==> config.mk <==
export PLATFORM = sky130hd
export DESIGN_NAME = fmul_share_arb
export DESIGN_NICKNAME = d
export VERILOG_FILES = /design/src/rtl/fmul_share_arb.sv
export SDC_FILE = /design/constraint.sdc
export NUM_CORES = 1
export LEC_CHECK = 0
export CORE_AREA = 2 2 154 156
export CTS_CLUSTER_SIZE = 20
export DETAILED_ROUTE_END_ITERATION = 8
export DIE_AREA = 0 0 156 158
export MAX_ROUTING_LAYER = met4
export PLACE_DENSITY = 0.6
export SYNTH_ARGS = -nofsm -noshare
export SYNTH_HDL_FRONTEND = slang
export SYNTH_SLANG_ARGS = --single-unit
==> constraint.sdc <==
create_clock -name clk -period 4.03 [get_ports clk]
set_input_delay 0.806 -clock clk [delete_from_list [all_inputs] [get_ports clk]]
set_output_delay 0.806 -clock clk [all_outputs]
set_load 0.01 [all_outputs]
==> src/rtl/fmul_share_arb.sv <==
// Round-robin arbiter that shares one combinational fmul between NREQ requesters.
// Two register stages: the operand register feeds fmul, and the result register holds its output.
module fmul_share_arb #(
   parameter int NREQ = 4,
   parameter int IDW  = 2
) (
   input  logic                 clk,
   input  logic                 rst,
   input  logic [NREQ-1:0]      req_valid,
   output logic [NREQ-1:0]      req_ready,
   input  logic [32*NREQ-1:0]   req_x1,
   input  logic [32*NREQ-1:0]   req_x2,
   output logic [31:0]          fmul_x1,
   output logic [31:0]          fmul_x2,
   input  logic [31:0]          fmul_y,
   input  logic                 fmul_exception,
   output logic                 resp_valid,
   input  logic                 resp_ready,
   output logic [IDW-1:0]       resp_id,
   output logic [31:0]          resp_y,
   output logic                 resp_exception
);

   logic            op_v_q, op_v_d;
   logic [IDW-1:0]  op_id_q, op_id_d;
   logic [31:0]     op_x1_q, op_x1_d;
   logic [31:0]     op_x2_q, op_x2_d;
   logic [IDW-1:0]  ptr_q, ptr_d;
   logic            resp_valid_q, resp_valid_d;
   logic [IDW-1:0]  resp_id_q, resp_id_d;
   logic [31:0]     resp_y_q, resp_y_d;
   logic            resp_exc_q, resp_exc_d;

   logic            s2_free, s1_adv, s1_free, hs;
   logic            gnt_found;
   logic [IDW-1:0]  gnt_idx;
   logic [IDW:0]    cand;

   assign s2_free = ~resp_valid_q | resp_ready;
   assign s1_adv  = op_v_q & s2_free;
   assign s1_free = ~op_v_q | s1_adv;

   // Scan from the pointer with wrap-around; cand stays below 2*NREQ so a single subtract suffices.
   always_comb begin
      gnt_found = 1'b0;
      gnt_idx   = '0;
      cand      = '0;
      for (int k = 0; k < NREQ; k++) begin
         cand = {1'b0, ptr_q} + (IDW+1)'(k);
         if (cand >= (IDW+1)'(NREQ)) cand = cand - (IDW+1)'(NREQ);
         if (!gnt_found && req_valid[cand[IDW-1:0]]) begin
            gnt_found = 1'b1;
            gnt_idx   = cand[IDW-1:0];
         end
      end
   end

   // Grant is masked during reset so no requester sees a handshake it will lose.
   assign hs = gnt_found & s1_free & ~rst;

   always_comb begin
      req_ready = '0;
      if (hs) req_ready[gnt_idx] = 1'b1;
   end

   always_comb begin
      op_v_d       = op_v_q;
      op_id_d      = op_id_q;
      op_x1_d      = op_x1_q;
      op_x2_d      = op_x2_q;
      ptr_d        = ptr_q;
      resp_valid_d = resp_valid_q;
      resp_id_d    = resp_id_q;
      resp_y_d     = resp_y_q;
      resp_exc_d   = resp_exc_q;

      if (hs) begin
         op_v_d  = 1'b1;
         op_id_d = gnt_idx;
         op_x1_d = req_x1[32*gnt_idx +: 32];
         op_x2_d = req_x2[32*gnt_idx +: 32];
         ptr_d   = (gnt_idx == IDW'(NREQ-1)) ? '0 : gnt_idx + 1'b1;
      end else if (s1_adv) begin
         op_v_d = 1'b0;
      end

      if (s1_adv) begin
         resp_valid_d = 1'b1;
         resp_id_d    = op_id_q;
         resp_y_d     = fmul_y;
         resp_exc_d   = fmul_exception;
      end else if (resp_valid_q && resp_ready) begin
         resp_valid_d = 1'b0;
      end
   end

   // Operands only load on a handshake, so the fmul inputs stay quiet while S1 is empty.
   always_ff @(posedge clk) begin
      if (rst) begin
         op_v_q       <= 1'b0;
         op_id_q      <= '0;
         op_x1_q      <= '0;
         op_x2_q      <= '0;
         ptr_q        <= '0;
         resp_valid_q <= 1'b0;
         resp_id_q    <= '0;
         resp_y_q     <= '0;
         resp_exc_q   <= 1'b0;
      end else begin
         op_v_q       <= op_v_d;
         op_id_q      <= op_id_d;
         op_x1_q      <= op_x1_d;
         op_x2_q      <= op_x2_d;
         ptr_q        <= ptr_d;
         resp_valid_q <= resp_valid_d;
         resp_id_q    <= resp_id_d;
         resp_y_q     <= resp_y_d;
         resp_exc_q   <= resp_exc_d;
      end
   end

   assign fmul_x1        = op_x1_q;
   assign fmul_x2        = op_x2_q;
   assign resp_valid     = resp_valid_q;
   assign resp_id        = resp_id_q;
   assign resp_y         = resp_y_q;
   assign resp_exception = resp_exc_q;

endmodule

[Word-level counts from Yosys, hierarchy flattened]
Cells that the tools add are included.
Word-level totals
  flip-flop bits (word level): 105
  input bits: 296
  output and inout bits: 104
  word-level logic and storage cells: 76
Operators by class
  add/sub/neg operators: 8
  magnitude comparators: 10
  equal/unequal tests: 1
  shift-type cells: 2
  muxes and demuxes: 28
  bitwise logic cells: 8
  reduce and logical (&&, ||, !) cells: 10
Operators by type and width (count)
  indexed part select 128 x 8 -> 32 bit: 2
  2-to-1 mux 2 bit: 9
  less-than comparator 2 x 3 -> 1 bit (second input constant): 5
  2-to-1 mux 1 bit: 13
  greater-or-equal comparator 3 bit (second input constant): 3
  binary-select mux 1 bit (select 2 bit): 4
  subtractor 2 x 1 -> 2 bit (second input constant): 4
  adder 2 x 2 -> 3 bit (second input constant): 2
  logical AND 1 bit: 5
  2-to-1 mux 4 bit: 1
  nonzero test 2 bit: 2
  adder 2 x 1 -> 3 bit (second input constant): 1
  AND 1 bit: 3
  greater-or-equal comparator 2 x 3 -> 1 bit (second input constant): 1
  logical NOT 1 bit: 3
  NOT 1 bit: 3
  adder 2 x 1 -> 2 bit (second input constant): 1
  demux 1 bit (select 2 bit): 1
  equality test 2 bit (second input constant): 1
  greater-or-equal comparator 2 x 1 -> 1 bit (second input constant): 1
  OR 1 bit: 2

[Logic depth before layout (Yosys ltp)]
  depth in word-level cells: 19
  gate-level depth with buffers: 9
  gate-level depth less buffers: 6

[Worst setup path after synthesis]
No wires, ideal clock.
  kind: in2out
  start point: in req_valid[0]
  end point: out req_ready[3]
  data arrival time: 1.796 ns
  required time: 3.224 ns
  setup slack: 1.428 ns
  cell stages on the path: 7
  buffers on the path: 3
  cells stage by stage: a21oi_1 > a2bb2oi_2 > buf_6 > buf_12 > buf_12 > ha_1 > and2_1
On the way
  word-level cells in the longest chain between the ends: 17
  elaborated cells between the ends (all ways): 30
  those cells by class: 2 x order compare; 19 x mux; 2 x bitwise; 7 x reduce/logical
RTL lines
  start: declaration: RTL line 9  | input logic [NREQ-1:0] req_valid,
  binary-select mux 1 bit (select 2 bit): RTL line 51  | if (!gnt_found && req_valid[cand[IDW-1:0]]) begin
  2-to-1 mux 1 bit (implied by the code): RTL line 51
  2-to-1 mux 1 bit: RTL line 51
  logical NOT 1 bit: RTL line 51
  logical AND 1 bit: RTL line 51
  2-to-1 mux 1 bit: RTL line 51
  logical NOT 1 bit: RTL line 51
  logical AND 1 bit: RTL line 51
  2-to-1 mux 1 bit: RTL line 51
  logical NOT 1 bit: RTL line 51
  logical AND 1 bit: RTL line 51
  2-to-1 mux 2 bit: RTL line 51
  less-than comparator 2 x 3 -> 1 bit (implied by the code) / greater-or-equal comparator 2 x 1 -> 1 bit (equally long branches): RTL line 63  | if (hs) req_ready[gnt_idx] = 1'b1;
  logical AND 1 bit (implied by the code): RTL line 63
  2-to-1 mux 1 bit (implied by the code): RTL line 63
  demux 1 bit (select 2 bit): RTL line 63
  2-to-1 mux 4 bit *: RTL line 63
  end: declaration: RTL line 10  | output logic [NREQ-1:0] req_ready,
Every way passes the cells marked *; elsewhere a longest branch is shown, timed or not. The select of a mux whose other input is x is not followed.

[Worst setup path after layout]
  start point: in req_valid[2]
  end point: out req_ready[3]
Same word-level chain as after synthesis.

==> flow_summary_export.csv <==
group,metric,value,unit
clock_tree,ctsResizeCount,0,
route,routedWlPerCell,17.69,um
placement,dp_hpwl,16250,um
route,via_count,5514,
sta,maxSlewViolCount,0,
logic_synthesis,synth_compound_area_share,18.61,%
logic_synthesis,ys_warn_count,0,
worst_setup_path,cp.arrival,2850,ps
logic_synthesis,ys_ff_latch,105,
logic_synthesis,yosys.area.top_type,"dfxtp_1",
grt,grt_max_degree,98,
worst_setup_path,cp_max_fo,5,
logic_synthesis,synth_top_area_share,37.71,%
route,drtPass1Iterations,4,
grt,grt_pass1_vias,5360,
clock_tree,root_buffer,"clkbuf_16",
route,wirelength,21580,um
sta,setup_slack,373.8,ps
finish,multi_input_area,0.003035,mm^2
logic_synthesis,synth_xor_area_share,0,%
logic_synthesis,synth_ff_type,"dfxtp_1",
worst_setup_path,critPathLaunchType,"input pin",
worst_setup_path,end_kind,"output port",
worst_setup_path,cp_data_required_time,3220,ps
route,drcViolationCount,0,
logic_synthesis,synthArstFlopShare,0,%
placement,port_buffers,399,
clock_tree,cts_buffers,9,
clock_tree,cts_buffer_depth,2,
pwr,power.density,375.5,mW/mm^2
grt,antenna_found_initial,1,
logic_synthesis,synthTopCellsByCount,"141 x nand2_1, 130 x mux2i_1, 105 x dfxtp_1",
sta,rsz0062_at_grt,"no",
die,start_util,24.18,%
logic_synthesis,synthAdderAreaFrac,0.2245,%
pwr,power_leakage,3.686,nW
sta,finalSetupTns,0,ps
route,routed_via_density,4.520,
finish,regArea,0.002102,mm^2
sta,finalSetupViolations,0,
clock_tree,postCtsSetupRepairBufs,0,
logic_synthesis,seq_area_frac_synth,37.71,%
outcome,status,"completed",
logic_synthesis,synth_top_family_by_area,"multiplexers",
finish,finalNetCount,1221,
logic_synthesis,synth_cells,553,
sta,hold_viol,0,
run,drv_cap,0,
logic_synthesis,synth_area_per_cell,10.08,um^2
logic_synthesis,synth_simple_gate_area_share,11.81,%
pwr,ir_drop,211.1,uV
clock_tree,h-tree-depth,3,
logic_synthesis,synth_nets,850,
logic_synthesis,syn_area,0.005574,mm^2
die,die_w,156,um
clock_tree,cts.reportedPaths.clkPinSlew,80,ps
route,dr.first_iter.drc_count,206,
die,core_area,0.02305,mm^2
die,io_pins,400,
placement,pre_cts_slack,332.0,ps
logic_synthesis,synth_cell_types,28,
hold_path,min_path_type,"reg -> reg",
finish,final_layout_size_suffix_gt1_share,8.073,%
die,die_y,158,um
finish,area_growth,77.60,%
sta,worst_pin_slew,1043,ps
sta,slew_headroom,30.48,%
clock_tree,clock_sinks,105,
die,fp-row-count,56,
clock_tree,ctsHoldBuffers,0,
logic_synthesis,synth-edff-count,0,
sta,clock-skew-final,8.039,ps
grt,grtUsageTotal,16.96,%
route,ant_nets,0,
die,dieArea,0.02465,mm^2
sta,fmax,273.5,MHz
logic_synthesis,synth_mux_area_share,23.34,%
sta,fin_crit,3656,ps
placement,place_congestion,0.7505,
grt,grt_pass1_wl,31190,um
logic_synthesis,yosysMostFrequentCell,"nand2_1",
grt,overflow,0,
clock_tree,tritoncts,"built",
finish,num-fill-cells,2231,
logic_synthesis,synth_area_leaders,"dfxtp_1 38%, mux2i_1 23%, o221ai_2 11%, nand2_1 9.5%, buf_12 4.3%",
worst_setup_path,worstSetupPathType,"in -> out",
clock_tree,clk_latency,350,ps
worst_setup_path,ff2ff_setup_slack,1690,ps
sta,period_share,90.73,%
area by class of cell:
cell class | instances | area share [%]
diodes | 1 | 0.02528
clock buffers | 10 | 2.414
repair buffers | 408 | 41.41
inverters | 2 | 0.07583
well taps | 290 | 3.665
clock inverters | 6 | 0.5182
multi-input cells | 398 | 30.66
flip-flops and latches | 105 | 21.23
layout by cell type, fill, tap and decap left out, drive strengths merged:
cell type / netlist / final
a21oi: 40 / 40
a2bb2oi: 1 / 1
and2: 1 / 1
and2b: 1 / 1
buf: 28 / 9
clkbuf: 20 / 10
clkdlybuf4s50: 0 / 399
clkinv: 0 / 4
dfxtp: 105 / 105
diode: 0 / 1
ha: 1 / 1
inv: 2 / 4
mux2i: 130 / 130
nand2: 142 / 142
nand2b: 3 / 3
nand3b: 1 / 1
nor2: 8 / 8
nor2b: 2 / 2
nor3: 1 / 1
nor3b: 1 / 1
nor4: 1 / 1
o21ai: 1 / 1
o221ai: 64 / 64
cells by family (layout without fill, tap and decap cells):
kind of cell | count (synthesis) | in the layout
AND/OR/NAND/NOR | 161 | 161
multiplexers | 130 | 130
AO/OA/AOI/OAI | 106 | 106
flip-flops | 105 | 105
buffers and inverters | 50 | 426
adder cells (fa/ha/maj) | 1 | 1
other | 0 | 1
sequential cells by signal (all words and copies together) (netlist names):
| register | cells |
|---|---|
| fmul_x1 | 32 |
| resp_id | 2 |
| ptr_q | 2 |
| resp_y | 32 |
| fmul_x2 | 32 |
| op_v_q | 1 |
| resp_valid | 1 |
| resp_exception | 1 |
| op_id_q | 2 |
path summary, 6_finish.rpt:
| check | from | depth (start not counted) | endpoint |
|---|---|---|---|
| worst max-delay path | req_valid[2] | 7 | req_ready[3] |
| worst min-delay path | op_id_q[0] | 2 | op_id_q[0] |
| worst max register to register | resp_valid | 6 | fmul_x2[0] |
| worst min register to register | op_id_q[0] | 2 | op_id_q[0] |
critical path: stages:
cell and delay [ps]:
clkdlybuf4s50_1 500, mux2i_1 180, nor2_1 60, nor3_2 410, ha_1 220, and2_1 120, clkdlybuf4s50_1 550
stage by stage:
| step | power [mW] | cells | area (um^2) | hold WS, ps | util [%] |
|---|---|---|---|---|---|
| after floorplan | 2.207 | 553 | 5574 | 422.7 | - |
| after global placement | 2.886 | 1203 | 9607 | 429.7 | 41.67 |
| after detailed placement | 2.889 | 1203 | 9607 | 433.7 | 41.67 |
| after CTS | 3.794 | 1219 | 9897 | 447.0 | 42.93 |
| after global routing | 3.934 | 1220 | 9899 | 468.3 | 42.94 |
| final | 3.718 | 1220 | 9899 | 442.0 | 42.94 |
metal layers:
| layer | wire, um | vias up | share of wire, % | GRT usage [%] |
|---|---|---|---|---|
| li1 | - | 2742 | - | - |
| met1 | 8673 | 2518 | 40 | 19.52 |
| met2 | 10600 | 232 | 49 | 28.53 |
| met3 | 1984 | 22 | 9.2 | 5.639 |
| met4 | 325 | 0 | 1.5 | 4.369 |
| met5 | 0 | - | 0 | - |
report_power, final:
part / switching [mW] / total, mW / internal [mW] / leakage [nW]
Sequential: 0.0925 / 1.30 / 1.20 / 0.869
Clock: 0.430 / 0.876 / 0.446 / 0.145
Combinational: 0.666 / 1.54 / 0.877 / 2.67
No activity file was read; power rests on OpenSTA's default activity.
